### src/rtl/control_pkg.sv
`default_nettype none
// ============================================================================
// Module      : control_pkg
// Description : Microcode bit indices, ALU/branch enums and RV32I opcodes
//               shared by the decode stage and the control unit.
// Revision    : 1.0 - initial release
// ============================================================================
package control_pkg;

    localparam int c_mc_chk_rs1        = 0;
    localparam int c_mc_chk_rs2        = 1;
    localparam int c_mc_rega_alu_a     = 2;
    localparam int c_mc_up_alu_a       = 3;
    localparam int c_mc_jt_alu_a       = 4;
    localparam int c_mc_bt_alu_a       = 5;
    localparam int c_mc_regb_alu_b     = 6;
    localparam int c_mc_li_alu_b       = 7;
    localparam int c_mc_st_alu_b       = 8;
    localparam int c_mc_pc_alu_b       = 9;
    localparam int c_mc_rs2_alu_b      = 10;
    localparam int c_mc_mem_we         = 11;
    localparam int c_mc_alu_mem_addr   = 12;
    localparam int c_mc_regb_mem_data  = 13;
    localparam int c_mc_jump_if_branch = 14;
    localparam int c_mc_mem_in_use     = 15;
    localparam int c_mc_reg_we         = 16;
    localparam int c_mc_up_rd          = 17;
    localparam int c_mc_alu_rd         = 18;
    localparam int c_mc_ret_rd         = 19;
    localparam int c_mc_mem_rd         = 20;
    localparam int c_mc_byte           = 21;
    localparam int c_mc_half           = 22;
    localparam int c_mc_sbyte          = 23;
    localparam int c_mc_shalf          = 24;
    localparam int c_mc_alu_lsb        = 25;
    localparam int c_mc_cond_lsb       = 29;

    typedef enum logic [3:0] {
        ALU_ADD  = 4'd0,
        ALU_SUB  = 4'd1,
        ALU_SLL  = 4'd2,
        ALU_SLT  = 4'd3,
        ALU_SLTU = 4'd4,
        ALU_XOR  = 4'd5,
        ALU_SRL  = 4'd6,
        ALU_SRA  = 4'd7,
        ALU_OR   = 4'd8,
        ALU_AND  = 4'd9
    } alu_op_e;

    typedef enum logic [2:0] {
        BR_NEVER  = 3'b000,
        BR_EQ     = 3'b001,
        BR_NE     = 3'b010,
        BR_LT     = 3'b011,
        BR_GE     = 3'b100,
        BR_LTU    = 3'b101,
        BR_GEU    = 3'b110,
        BR_ALWAYS = 3'b111
    } branch_cond_e;

    localparam logic [6:0] c_opc_lui      = 7'b0110111;
    localparam logic [6:0] c_opc_auipc    = 7'b0010111;
    localparam logic [6:0] c_opc_jal      = 7'b1101111;
    localparam logic [6:0] c_opc_jalr     = 7'b1100111;
    localparam logic [6:0] c_opc_branch   = 7'b1100011;
    localparam logic [6:0] c_opc_load     = 7'b0000011;
    localparam logic [6:0] c_opc_store    = 7'b0100011;
    localparam logic [6:0] c_opc_op_imm   = 7'b0010011;
    localparam logic [6:0] c_opc_op       = 7'b0110011;
    localparam logic [6:0] c_opc_misc_mem = 7'b0001111;
    localparam logic [6:0] c_opc_system   = 7'b1110011;

    // alt selects SUB for funct3 000 and SRA for funct3 101
    function automatic alu_op_e f3_to_alu(input logic [2:0] f3, input logic alt);
        case (f3)
            3'b000:  return alt ? ALU_SUB : ALU_ADD;
            3'b001:  return ALU_SLL;
            3'b010:  return ALU_SLT;
            3'b011:  return ALU_SLTU;
            3'b100:  return ALU_XOR;
            3'b101:  return alt ? ALU_SRA : ALU_SRL;
            3'b110:  return ALU_OR;
            default: return ALU_AND;
        endcase
    endfunction

endpackage
`default_nettype wire

### src/rtl/inst_decoder_if.sv
`default_nettype none
// ============================================================================
// Module      : inst_decoder_if
// Description : Fetch-side inputs and s0 outputs of the decode stage.
// Revision    : 1.0 - initial release
// ============================================================================
interface inst_decoder_if;
    logic [31:0] instruction;
    logic        block_inst;
    logic        jump_taken;
    logic [31:0] microcode_s0;
    logic [24:0] instruction_data_s0;
    logic        illegal_inst;

    modport master (
        output instruction, block_inst, jump_taken,
        input  microcode_s0, instruction_data_s0, illegal_inst
    );

    modport slave (
        input  instruction, block_inst, jump_taken,
        output microcode_s0, instruction_data_s0, illegal_inst
    );
endinterface
`default_nettype wire

### src/rtl/microcode_rom.sv
`default_nettype none
// ============================================================================
// Module      : microcode_rom
// Description : Combinational RV32I instruction -> microcode word + illegal.
// Revision    : 1.0 - initial release
// ============================================================================
module microcode_rom
    import control_pkg::*;
(
    input  wire logic [31:0] i_instruction,
    output logic      [31:0] o_microcode,
    output logic             o_illegal
);
    logic [6:0]   w_opcode;
    logic [2:0]   w_funct3;
    logic         w_alt;
    logic         w_unused_bits;
    logic [31:0]  w_mc;
    logic         w_illegal;
    alu_op_e      w_alu;
    branch_cond_e w_cond;

    assign w_opcode      = i_instruction[6:0];
    assign w_funct3      = i_instruction[14:12];
    assign w_alt         = i_instruction[30];
    assign w_unused_bits = &{1'b0, i_instruction[31], i_instruction[29:15], i_instruction[11:7]};

    always_comb begin
        w_mc      = '0;
        w_illegal = 1'b0;
        w_alu     = ALU_ADD;
        w_cond    = BR_NEVER;
        case (w_opcode)
            c_opc_lui: begin
                w_mc[c_mc_reg_we] = 1'b1;
                w_mc[c_mc_up_rd]  = 1'b1;
            end
            c_opc_auipc: begin
                w_mc[c_mc_up_alu_a] = 1'b1;
                w_mc[c_mc_pc_alu_b] = 1'b1;
                w_mc[c_mc_reg_we]   = 1'b1;
                w_mc[c_mc_alu_rd]   = 1'b1;
            end
            c_opc_jal: begin
                w_mc[c_mc_jt_alu_a]       = 1'b1;
                w_mc[c_mc_pc_alu_b]       = 1'b1;
                w_mc[c_mc_jump_if_branch] = 1'b1;
                w_mc[c_mc_reg_we]         = 1'b1;
                w_mc[c_mc_ret_rd]         = 1'b1;
                w_cond                    = BR_ALWAYS;
            end
            c_opc_jalr: begin
                w_mc[c_mc_chk_rs1]        = 1'b1;
                w_mc[c_mc_rega_alu_a]     = 1'b1;
                w_mc[c_mc_li_alu_b]       = 1'b1;
                w_mc[c_mc_jump_if_branch] = 1'b1;
                w_mc[c_mc_reg_we]         = 1'b1;
                w_mc[c_mc_ret_rd]         = 1'b1;
                w_cond                    = BR_ALWAYS;
            end
            c_opc_branch: begin
                w_mc[c_mc_chk_rs1]        = 1'b1;
                w_mc[c_mc_chk_rs2]        = 1'b1;
                w_mc[c_mc_bt_alu_a]       = 1'b1;
                w_mc[c_mc_pc_alu_b]       = 1'b1;
                w_mc[c_mc_jump_if_branch] = 1'b1;
                case (w_funct3)
                    3'b000:  w_cond = BR_EQ;
                    3'b001:  w_cond = BR_NE;
                    3'b100:  w_cond = BR_LT;
                    3'b101:  w_cond = BR_GE;
                    3'b110:  w_cond = BR_LTU;
                    3'b111:  w_cond = BR_GEU;
                    default: w_illegal = 1'b1;
                endcase
            end
            c_opc_load: begin
                w_mc[c_mc_chk_rs1]      = 1'b1;
                w_mc[c_mc_rega_alu_a]   = 1'b1;
                w_mc[c_mc_li_alu_b]     = 1'b1;
                w_mc[c_mc_alu_mem_addr] = 1'b1;
                w_mc[c_mc_mem_in_use]   = 1'b1;
                w_mc[c_mc_reg_we]       = 1'b1;
                w_mc[c_mc_mem_rd]       = 1'b1;
                case (w_funct3)
                    3'b000:  w_mc[c_mc_sbyte] = 1'b1;
                    3'b001:  w_mc[c_mc_shalf] = 1'b1;
                    3'b010:  ;
                    3'b100:  w_mc[c_mc_byte]  = 1'b1;
                    3'b101:  w_mc[c_mc_half]  = 1'b1;
                    default: w_illegal = 1'b1;
                endcase
            end
            c_opc_store: begin
                w_mc[c_mc_chk_rs1]       = 1'b1;
                w_mc[c_mc_chk_rs2]       = 1'b1;
                w_mc[c_mc_rega_alu_a]    = 1'b1;
                w_mc[c_mc_st_alu_b]      = 1'b1;
                w_mc[c_mc_mem_we]        = 1'b1;
                w_mc[c_mc_alu_mem_addr]  = 1'b1;
                w_mc[c_mc_regb_mem_data] = 1'b1;
                w_mc[c_mc_mem_in_use]    = 1'b1;
                case (w_funct3)
                    3'b000:  w_mc[c_mc_byte] = 1'b1;
                    3'b001:  w_mc[c_mc_half] = 1'b1;
                    3'b010:  ;
                    default: w_illegal = 1'b1;
                endcase
            end
            c_opc_op_imm: begin
                w_mc[c_mc_chk_rs1]    = 1'b1;
                w_mc[c_mc_rega_alu_a] = 1'b1;
                w_mc[c_mc_reg_we]     = 1'b1;
                w_mc[c_mc_alu_rd]     = 1'b1;
                // Shift-immediates take the 5-bit shamt path instead of the full immediate
                if (w_funct3 == 3'b001 || w_funct3 == 3'b101) begin
                    w_mc[c_mc_rs2_alu_b] = 1'b1;
                end else begin
                    w_mc[c_mc_li_alu_b]  = 1'b1;
                end
                w_alu = f3_to_alu(w_funct3, w_alt && (w_funct3 == 3'b101));
            end
            c_opc_op: begin
                w_mc[c_mc_chk_rs1]     = 1'b1;
                w_mc[c_mc_chk_rs2]     = 1'b1;
                w_mc[c_mc_rega_alu_a]  = 1'b1;
                w_mc[c_mc_regb_alu_b]  = 1'b1;
                w_mc[c_mc_reg_we]      = 1'b1;
                w_mc[c_mc_alu_rd]      = 1'b1;
                w_alu = f3_to_alu(w_funct3, w_alt);
            end
            c_opc_misc_mem, c_opc_system: ;
            default: w_illegal = 1'b1;
        endcase
        w_mc[c_mc_alu_lsb +: 4]  = w_alu;
        w_mc[c_mc_cond_lsb +: 3] = w_cond;
        if (w_illegal) begin
            w_mc = '0;
        end
    end

    assign o_microcode = w_mc;
    assign o_illegal   = w_illegal;

endmodule
`default_nettype wire

### src/rtl/inst_decoder.sv
`default_nettype none
// ============================================================================
// Module      : inst_decoder
// Description : Registered decode stage with bubble insertion on block, jump
//               flush and illegal opcodes. Trap/halt enabled by macro
//               INST_DECODER_ILLEGAL_TRAP_EN.
// Revision    : 1.0 - initial release
// ============================================================================
module inst_decoder
    import control_pkg::*;
#(
    parameter int FLUSH_DEPTH = 3
) (
    input  wire logic      clk,
    input  wire logic      rst_n,
    inst_decoder_if.slave  bus
);
    localparam int                 c_cnt_w      = (FLUSH_DEPTH > 1) ? $clog2(FLUSH_DEPTH) : 1;
    localparam logic [c_cnt_w-1:0] c_flush_load = c_cnt_w'(FLUSH_DEPTH - 1);

    logic [31:0]        w_mc;
    logic               w_illegal;
    logic               w_halt;
    logic               w_squash;
    logic [31:0]        r_mc;
    logic [24:0]        r_data;
    logic [c_cnt_w-1:0] r_flush_cnt;

    microcode_rom u_rom (
        .i_instruction (bus.instruction),
        .o_microcode   (w_mc),
        .o_illegal     (w_illegal)
    );

`ifdef INST_DECODER_ILLEGAL_TRAP_EN
    logic r_illegal;

    always_ff @(posedge clk) begin
        if (!rst_n) begin
            r_illegal <= 1'b0;
        end else if (!w_squash && w_illegal) begin
            r_illegal <= 1'b1;
        end
    end

    assign w_halt           = r_illegal;
    assign bus.illegal_inst = r_illegal;
`else
    assign w_halt           = 1'b0;
    assign bus.illegal_inst = 1'b0;
`endif

    // Only registered state and same-edge inputs feed the load; no comb path to outputs
    assign w_squash = w_halt || bus.jump_taken || (r_flush_cnt != '0) || bus.block_inst;

    always_ff @(posedge clk) begin
        if (!rst_n) begin
            r_mc        <= '0;
            r_data      <= '0;
            r_flush_cnt <= '0;
        end else begin
            if (bus.jump_taken) begin
                r_flush_cnt <= c_flush_load;
            end else if (r_flush_cnt != '0) begin
                r_flush_cnt <= r_flush_cnt - c_cnt_w'(1);
            end
            if (w_squash || w_illegal) begin
                r_mc   <= '0;
                r_data <= '0;
            end else begin
                r_mc   <= w_mc;
                r_data <= bus.instruction[31:7];
            end
        end
    end

    assign bus.microcode_s0        = r_mc;
    assign bus.instruction_data_s0 = r_data;

endmodule
`default_nettype wire

### src/flat_wrapper.sv
// flat-port wrapper written by rule: the top's interface ports become plain ports
module inst_decoder_flat import control_pkg::*;
#(
    parameter int FLUSH_DEPTH = 3
)
  (clk, rst_n, bus_instruction, bus_block_inst, bus_jump_taken, bus_microcode_s0, bus_instruction_data_s0, bus_illegal_inst);
  inst_decoder_if bus_i ();
  input  wire logic clk;
  input  wire logic rst_n;
  input wire logic [$bits(bus_i.instruction)-1:0] bus_instruction;
  input wire logic [$bits(bus_i.block_inst)-1:0] bus_block_inst;
  input wire logic [$bits(bus_i.jump_taken)-1:0] bus_jump_taken;
  output wire logic [$bits(bus_i.microcode_s0)-1:0] bus_microcode_s0;
  output wire logic [$bits(bus_i.instruction_data_s0)-1:0] bus_instruction_data_s0;
  output wire logic [$bits(bus_i.illegal_inst)-1:0] bus_illegal_inst;
  assign bus_i.instruction = bus_instruction;
  assign bus_i.block_inst = bus_block_inst;
  assign bus_i.jump_taken = bus_jump_taken;
  assign bus_microcode_s0 = bus_i.microcode_s0;
  assign bus_instruction_data_s0 = bus_i.instruction_data_s0;
  assign bus_illegal_inst = bus_i.illegal_inst;
  inst_decoder #(.FLUSH_DEPTH(FLUSH_DEPTH)) u_core (.clk(clk), .rst_n(rst_n), .bus(bus_i));
endmodule
### config.mk
export PLATFORM = sky130hd
export DESIGN_NAME = inst_decoder_flat
export DESIGN_NICKNAME = d
export VERILOG_FILES = /design/src/rtl/control_pkg.sv /design/src/rtl/inst_decoder_if.sv /design/src/rtl/microcode_rom.sv /design/src/rtl/inst_decoder.sv /design/src/flat_wrapper.sv
export SDC_FILE = /design/constraint.sdc
export NUM_CORES = 1
export LEC_CHECK = 0
export ABC_CLOCK_PERIOD_IN_PS = 4100
export CAP_MARGIN = 20
export CORE_AREA = 5 5 80 82
export DETAILED_ROUTE_END_ITERATION = 7
export DIE_AREA = 0 0 85 87
export PLACE_DENSITY = 0.83
export SLEW_MARGIN = 20
export SYNTH_ARGS = -nofsm -noshare
export SYNTH_HDL_FRONTEND = slang
export SYNTH_HIERARCHICAL = 1
export SYNTH_SLANG_ARGS = --single-unit
export TNS_END_PERCENT = 10
### constraint.sdc
create_clock -name clk -period 4.1 [get_ports clk]
set_input_delay 0.82 -clock clk [delete_from_list [all_inputs] [get_ports clk]]
set_output_delay 0.82 -clock clk [all_outputs]
set_load 0.01 [all_outputs]
==> out/metrics.csv, run 1 <==
stage,metric,value,unit
run_status,outcome,finished clean,
yosys,"flops & latches, synth",59,
detailed_routing,DR WL/cell,15.8,µm
detailed_routing,Via density,5.27,
global_route,GR Layer Usage met2,28.6,%
global_route,vias in the first global route,2007,
detailed_routing,via count,2130,
clock_tree,total clock sinks,59,
global_route,initial antenna violation count,0,
final_layout,share of cells above drive strength 1,18.2,%
placement,hpwl dp,4.31,mm
clock_tree,clock insertion delay at the later pin of the skew report,0.33,ns
floorplanning,IO Count,94,
yosys,Syn Area/Cell,10.3,µm²
power,Pwr Density,337,nW/µm²
setup_path,Worst EP arrival,3.34,ns
final_layout,Filler cells,466,
yosys,Commonest cells post-synth,"dfxtp_1 (59), and4bb_2 (31), nor4bb_1 (26)",
floorplanning,row count,28,
yosys,synthesized cell area,2560,µm²
power,switching share of power,22.8,%
timing,Tmin final,3.13,ns
floorplanning,DIE HEIGHT,87,µm
yosys,Yosys warnings,6,
timing,crit share post-route,76.3,%
global_route,grt ovf,0,
floorplanning,Die Area,7400,µm²
yosys,cells after synthesis,248,
timing,Slew headroom,60.6,%
clock_tree,clock root buffer,clkbuf_8,
detailed_routing,initial drt markers,136,
power,Flop pwr share,46.7,%
clock_tree,setup repair bufs after CTS,0,
global_route,gr busiest metal,met2,
detailed_routing,Post-DRT Antenna Nets,0,
yosys,Post-synth EDFFs,0,
final_layout,area grow syn2layout,42.6,%
global_route,largest net degree at the start of global routing,59,
setup_path,R2R setup slack,2.61,ns
power,Clk pwr share,43.2,%
timing,Pins Over Slew Limit,0,
clock_tree,CTS H-tree lvls,3,
placement,port bufs,92,
yosys,post-synthesis sequential area ratio,46.0,%
power,leakage power,1.33,nW
hold_path,Min-Delay Path Class,reg -> reg,
power,Comb power frac,10.1,%
detailed_routing,WL final,6.40,mm
power,total power,1.23,mW
setup_path,Startpoint Class,input port,
floorplanning,CORE AREA,5680,µm²
yosys,most frequent cell after synthesis,dfxtp_1,
final_layout,number of diodes,0,
clock_tree,CTS tree,yes,
power,Switch Pwr,0.281,mW
setup_path,Crit Path Class,in -> reg,
placement,Placed Area,3450,µm²
timing,Fmax achieved,320,MHz
global_route,GRT met3 Usage,3.31,%
setup_path,Worst Path Max Fanout,36,
timing,RSZ-0062 raised after global routing,false,
final_layout,multi-input logic area,1190,µm²
timing,Final Hold Fails,0,
yosys,Yosys top cell by area,dfxtp_1,
timing,clock skew,0.0128,ns
yosys,async set-reset flop share out of synthesis,0,%
yosys,Synth Flop Type,dfxtp_1,
global_route,met1 GRT Util,21.5,%
power,Internal,0.950,mW
floorplanning,initial core utilization,45.2,%
yosys,"top cells by area, synth","dfxtp_1 (46%), and4bb_2 (15%), nor4bb_1 (10%), nor2_1 (3.5%), clkbuf_1 (2.5%)",
global_route,global-route wire length before repair,10.1,mm
yosys,post-synth cell types,43,
detailed_routing,DRT Pass-1 Iters,4,
timing,# setup viols final,0,
final_layout,final instance area,3660,µm²
setup_path,Crit. End Element,register,
floorplanning,Die X,85,µm
final_layout,sequential standard cell area,1180,µm²
power,Peak VDD IR,160,µV
placement,worst slack at placement,0.696,ns
yosys,share of the synthesized area in the top cell type,46.0,%
placement,routability cong.,0.903,
global_route,Total GRT Usage,16.9,%
final_layout,nets@finish,360,
clock_tree,post-CTS sizing,0,
timing,Worst-Margin Slew,0.590,ns
clock_tree,Max Root-Sink Buffers,2,
detailed_routing,DRC errors left,0,
setup_path,CP required,4.31,ns
clock_tree,TritonCTS buffer count,9,
run,max-cap violations,0,
timing,Setup TNS Final,0,ns
clock_tree,Worst-path clk slew,0.06,ns
timing,final setup margin,0.972,ns
clock_tree,CTS Hold Bufs,0,
yosys,Syn Nets,284,
sequential cells by signal, indices dropped and copies added (netlist names):
| name | count |
|---|---|
| u_core/bus.microcode_s0 | 32 |
| u_core/bus.instruction_data_s0 | 25 |
| u_core/r_flush_cnt | 2 |
path summary, 6_finish.rpt:
| check | start | to | cells past startpoint |
|---|---|---|---|
| worst max-delay path | bus_instruction[14] | u_core/bus.instruction_data_s0[15]$_SDFF_PP0_ | 7 |
| worst min-delay path | u_core/r_flush_cnt[1]$_SDFFE_PN0P_ | u_core/r_flush_cnt[0]$_SDFFE_PP0P_ | 2 |
| worst max register to register | u_core/r_flush_cnt[0]$_SDFFE_PP0P_ | u_core/bus.microcode_s0[7]$_SDFF_PP0_ | 2 |
| worst min register to register | u_core/r_flush_cnt[1]$_SDFFE_PN0P_ | u_core/r_flush_cnt[0]$_SDFFE_PP0P_ | 2 |
cell families (layout without fill, tap and decap cells):
kind of cell | Yosys count | count (layout) | synth area share, %
simple gates | 121 | 121 | 38.5
compound gates | 28 | 28 | 7.02
flops | 59 | 59 | 46.0
xor+xnor | 2 | 2 | 0.683
other cells | 1 | 1 | 0.146
buf+inv | 37 | 118 | 7.61
layout by cell type, fill, tap and decap left out, types with 3 or more instances in the layout:
cell type         n
clkbuf_8         11
inv_1             6
nor4bb_1         26
clkdlybuf4s50_1  92
buf_4             3
o21ai_0           6
nor2b_1           3
nand2_1           8
nor3_1            6
dfxtp_1          59
a21oi_1           9
nand3_1           6
and4bb_2         31
nor2_1           23
area by class of cell:
class / count / share of cell area [%]
clock buffers: 12 / 4.24
clock inverters: 4 / 1.33
inverters: 6 / 0.616
multi-input cells: 152 / 32.6
flip-flops and latches: 59 / 32.3
well taps: 75 / 2.56
repair buffers: 96 / 26.3
layer usage:
layer | up-vias | part of all wire (%) | wire length [µm]
met5 | - | 0 | 0
met4 | 0 | 0.80 | 51
met3 | 5 | 5.9 | 380
met2 | 82 | 50 | 3170
met1 | 992 | 44 | 2790
li1 | 1051 | - | -
power groups by stage:
stage / clock network, mW / registers (mW) / logic, mW
2_1_floorplan: 0 / 0.589 / 0.0751
4_1_cts: 0.545 / 0.576 / 0.124
6_report: 0.532 / 0.576 / 0.124
3_3_place_gp: 0 / 0.588 / 0.123
3_5_place_dp: 0 / 0.589 / 0.123
5_1_grt: 0.575 / 0.575 / 0.134
metrics by stage:
stage,utilization (%),cells,hold slack (ns)
final,64.5,404,0.451
after global routing,64.5,404,0.477
after global placement,60.9,388,0.445
after floorplan,-,248,0.422
after detailed placement,60.9,388,0.452
after CTS,64.5,404,0.453
worst max-delay path, stage by stage:
cell and delay, ns:
clkdlybuf4s50_1 0.68, nand2b_1 0.31, o221a_2 0.34, o21bai_1 0.21, nand2b_2 0.45, buf_12 0.24, and4bb_2 0.27
Note: power is estimated with default switching activity, not from simulation.
==> inputs of run 2 (changes only) <==
- ABC_CLOCK_PERIOD_IN_PS: 4100 -> 2700
- CORE_AREA: 5 5 80 82 -> 5 5 87 89
- DIE_AREA: 0 0 85 87 -> 0 0 92 94
- PLACE_DENSITY: 0.83 -> 0.74
- clock period: 4.1 -> 2.7 ns (I/O delays scaled with it)
==> out/metrics.csv, run 2 (synthesized netlist as in run 1, its figures left out) <==
stage,metric,value,unit,change
setup_path,R2R setup slack,1.29,ns,-1.32 ns
timing,Fmax achieved,423,MHz,
global_route,largest net degree at the start of global routing,59,,unchanged
setup_path,Crit Path Class,in -> reg,,
timing,clock skew,0.00661,ns,-0.00622 ns
setup_path,Worst Reg-to-Reg Cells,2,,unchanged
final_layout,nets@finish,372,,+3.3%
clock_tree,total clock sinks,59,,unchanged
detailed_routing,DR WL/cell,16.2,µm,+2.1%
setup_path,worst setup path start,bus_instruction[14],,
setup_path,Worst Path Max Fanout,38,,+5.6%
global_route,initial antenna violation count,0,,unchanged
hold_path,Min-Delay Path Class,reg -> reg,,
clock_tree,CTS Hold Bufs,0,,unchanged
global_route,Total GRT Usage,15.7,%,-1.2 points
global_route,vias in the first global route,2130,,+6.1%
setup_path,Startpoint Class,input port,,
clock_tree,clock insertion delay at the later pin of the skew report,0.33,ns,about the same
floorplanning,CORE AREA,6680,µm²,+18%
clock_tree,setup repair bufs after CTS,0,,unchanged
global_route,grt ovf,0,,unchanged
detailed_routing,Post-DRT Antenna Nets,0,,unchanged
timing,Pins Over Slew Limit,0,,unchanged
power,Peak VDD IR,208,µV,+30%
clock_tree,CTS H-tree lvls,3,,unchanged
run,max-cap violations,0,,unchanged
timing,Setup TNS Final,0,ns,unchanged
hold_path,hold depth,2,,unchanged
floorplanning,Die X,92,µm,+8.2%
timing,crit share post-route,87.5,%,
final_layout,number of diodes,0,,unchanged
detailed_routing,Via density,5.18,,-1.7%
detailed_routing,via count,2177,,+2.2%
timing,Final Hold Fails,0,,unchanged
timing,RSZ-0062 raised after global routing,false,,
power,total power,1.92,mW,+56%
floorplanning,DIE HEIGHT,94,µm,+8.0%
timing,# setup viols final,0,,unchanged
detailed_routing,DRT Pass-1 Iters,4,,unchanged
power,leakage power,1.39,nW,+4.4%
placement,hpwl dp,4.78,mm,+11%
setup_path,Crit. End Element,register,,
run_status,outcome,finished clean,,
final_layout,"commonest non-fill, non-tap cell in the layout",clkdlybuf4s50_1,,
clock_tree,clock root buffer,clkbuf_8,,
clock_tree,Worst-path clk slew,0.07,ns,about the same
hold_path,Hold Path Sink,u_core/r_flush_cnt[0]$_SDFFE_PP0P_,,
clock_tree,TritonCTS buffer count,9,,unchanged
setup_path,Worst EP arrival,2.58,ns,-0.76 ns
timing,Tmin final,2.36,ns,
hold_path,Hold Path Origin,u_core/r_flush_cnt[1]$_SDFFE_PN0P_,,
placement,port bufs,92,,unchanged
setup_path,R2R Path Start,u_core/r_flush_cnt[0]$_SDFFE_PP0P_,,
floorplanning,Die Area,8650,µm²,+17%
floorplanning,row count,30,,+7.1%
global_route,global-route wire length before repair,10.7,mm,+6.6%
floorplanning,IO Count,94,,unchanged
placement,routability cong.,1.06,,+17%
final_layout,most frequent cells in the layout,"clkdlybuf4s50_1 (92), dfxtp_1 (59), and4bb_2 (31), nor4bb_1 (26), nor2_1 (23)",,
final_layout,share of cells above drive strength 1,20.9,%,+2.6 points
final_layout,area grow syn2layout,46.7,%,
final_layout,Filler cells,590,,+27%
final_layout,max FFs per register,32,,unchanged
setup_path,CP required,2.92,ns,-1.39 ns
detailed_routing,DRC errors left,0,,unchanged
setup_path,RR Endpoint,u_core/bus.microcode_s0[10]$_SDFF_PP0_,,
timing,Worst-Margin Slew,0.586,ns,-0.00435 ns
clock_tree,CTS tree,yes,,
detailed_routing,WL final,6.79,mm,+6.2%
power,Pwr Density,510,nW/µm²,+51%
timing,Slew headroom,60.9,%,+0.29 points
clock_tree,Max Root-Sink Buffers,2,,unchanged
detailed_routing,initial drt markers,165,,+21%
clock_tree,post-CTS sizing,0,,unchanged
floorplanning,initial core utilization,38.4,%,-6.8 points
[run 2: where the power goes]
group	switching [mW]	total [mW]	internal (mW)
Sequential	0.00116	0.874	0.873
Clock	0.319	0.842	0.523
Combinational	0.0975	0.203	0.105
Total	0.418	1.92	1.50
[run 2: worst max path at each step]
stage | end | slack (ns)
after CTS | u_core/bus.microcode_s0[30]$_SDFF_PP0_ | 0.39
after global placement | u_core/bus.microcode_s0[30]$_SDFF_PP0_ | 0.07
after global routing | u_core/bus.microcode_s0[30]$_SDFF_PP0_ | 0.26
after floorplan | u_core/bus.microcode_s0[11]$_SDFF_PP0_ | 0.43
final | u_core/bus.instruction_data_s0[13]$_SDFF_PP0_ | 0.34
after detailed placement | u_core/bus.instruction_data_s0[13]$_SDFF_PP0_ | 0.03
[run 2: per-layer routing]
metal | global-route usage, % | part of all wire [%]
met5 | 0 | 0
met4 | 6.31 | 1.2
met3 | 4.41 | 6.1
met2 | 25.1 | 49
met1 | 20.0 | 44
[run 2: stage by stage]
stage               util (%)  instances  worst slack [ns]  cell area (µm²)  hold slack (ns)
floorplan                  -        248             0.434             2560            0.422
global placement        53.1        405            0.0744             3550            0.442
detailed placement      53.1        405            0.0325             3550            0.453
CTS                     56.3        420             0.390             3760            0.462
global route            56.3        420             0.259             3760            0.487
finish                  56.3        420             0.339             3760            0.463
[run 2: critical path, cell delays in order]
cell             delay (ns)
clkdlybuf4s50_1        0.50
nand2b_1               0.24
o221a_2                0.33
o21bai_1               0.17
nand2b_2               0.30
buf_12                 0.22
and4bb_2               0.26
[run 2: area by class of cell]
| cell class | instances | area, µm² | share of cell area (%) |
|---|---|---|---|
| flip-flops and latches | 59 | 1180 | 31.4 |
| inverters | 6 | 22.5 | 0.598 |
| well taps | 80 | 100 | 2.66 |
| clock inverters | 1 | 30.0 | 0.798 |
| clock buffers | 14 | 183 | 4.85 |
| multi-input cells | 152 | 1190 | 31.7 |
| repair buffers | 108 | 1050 | 28.0 |
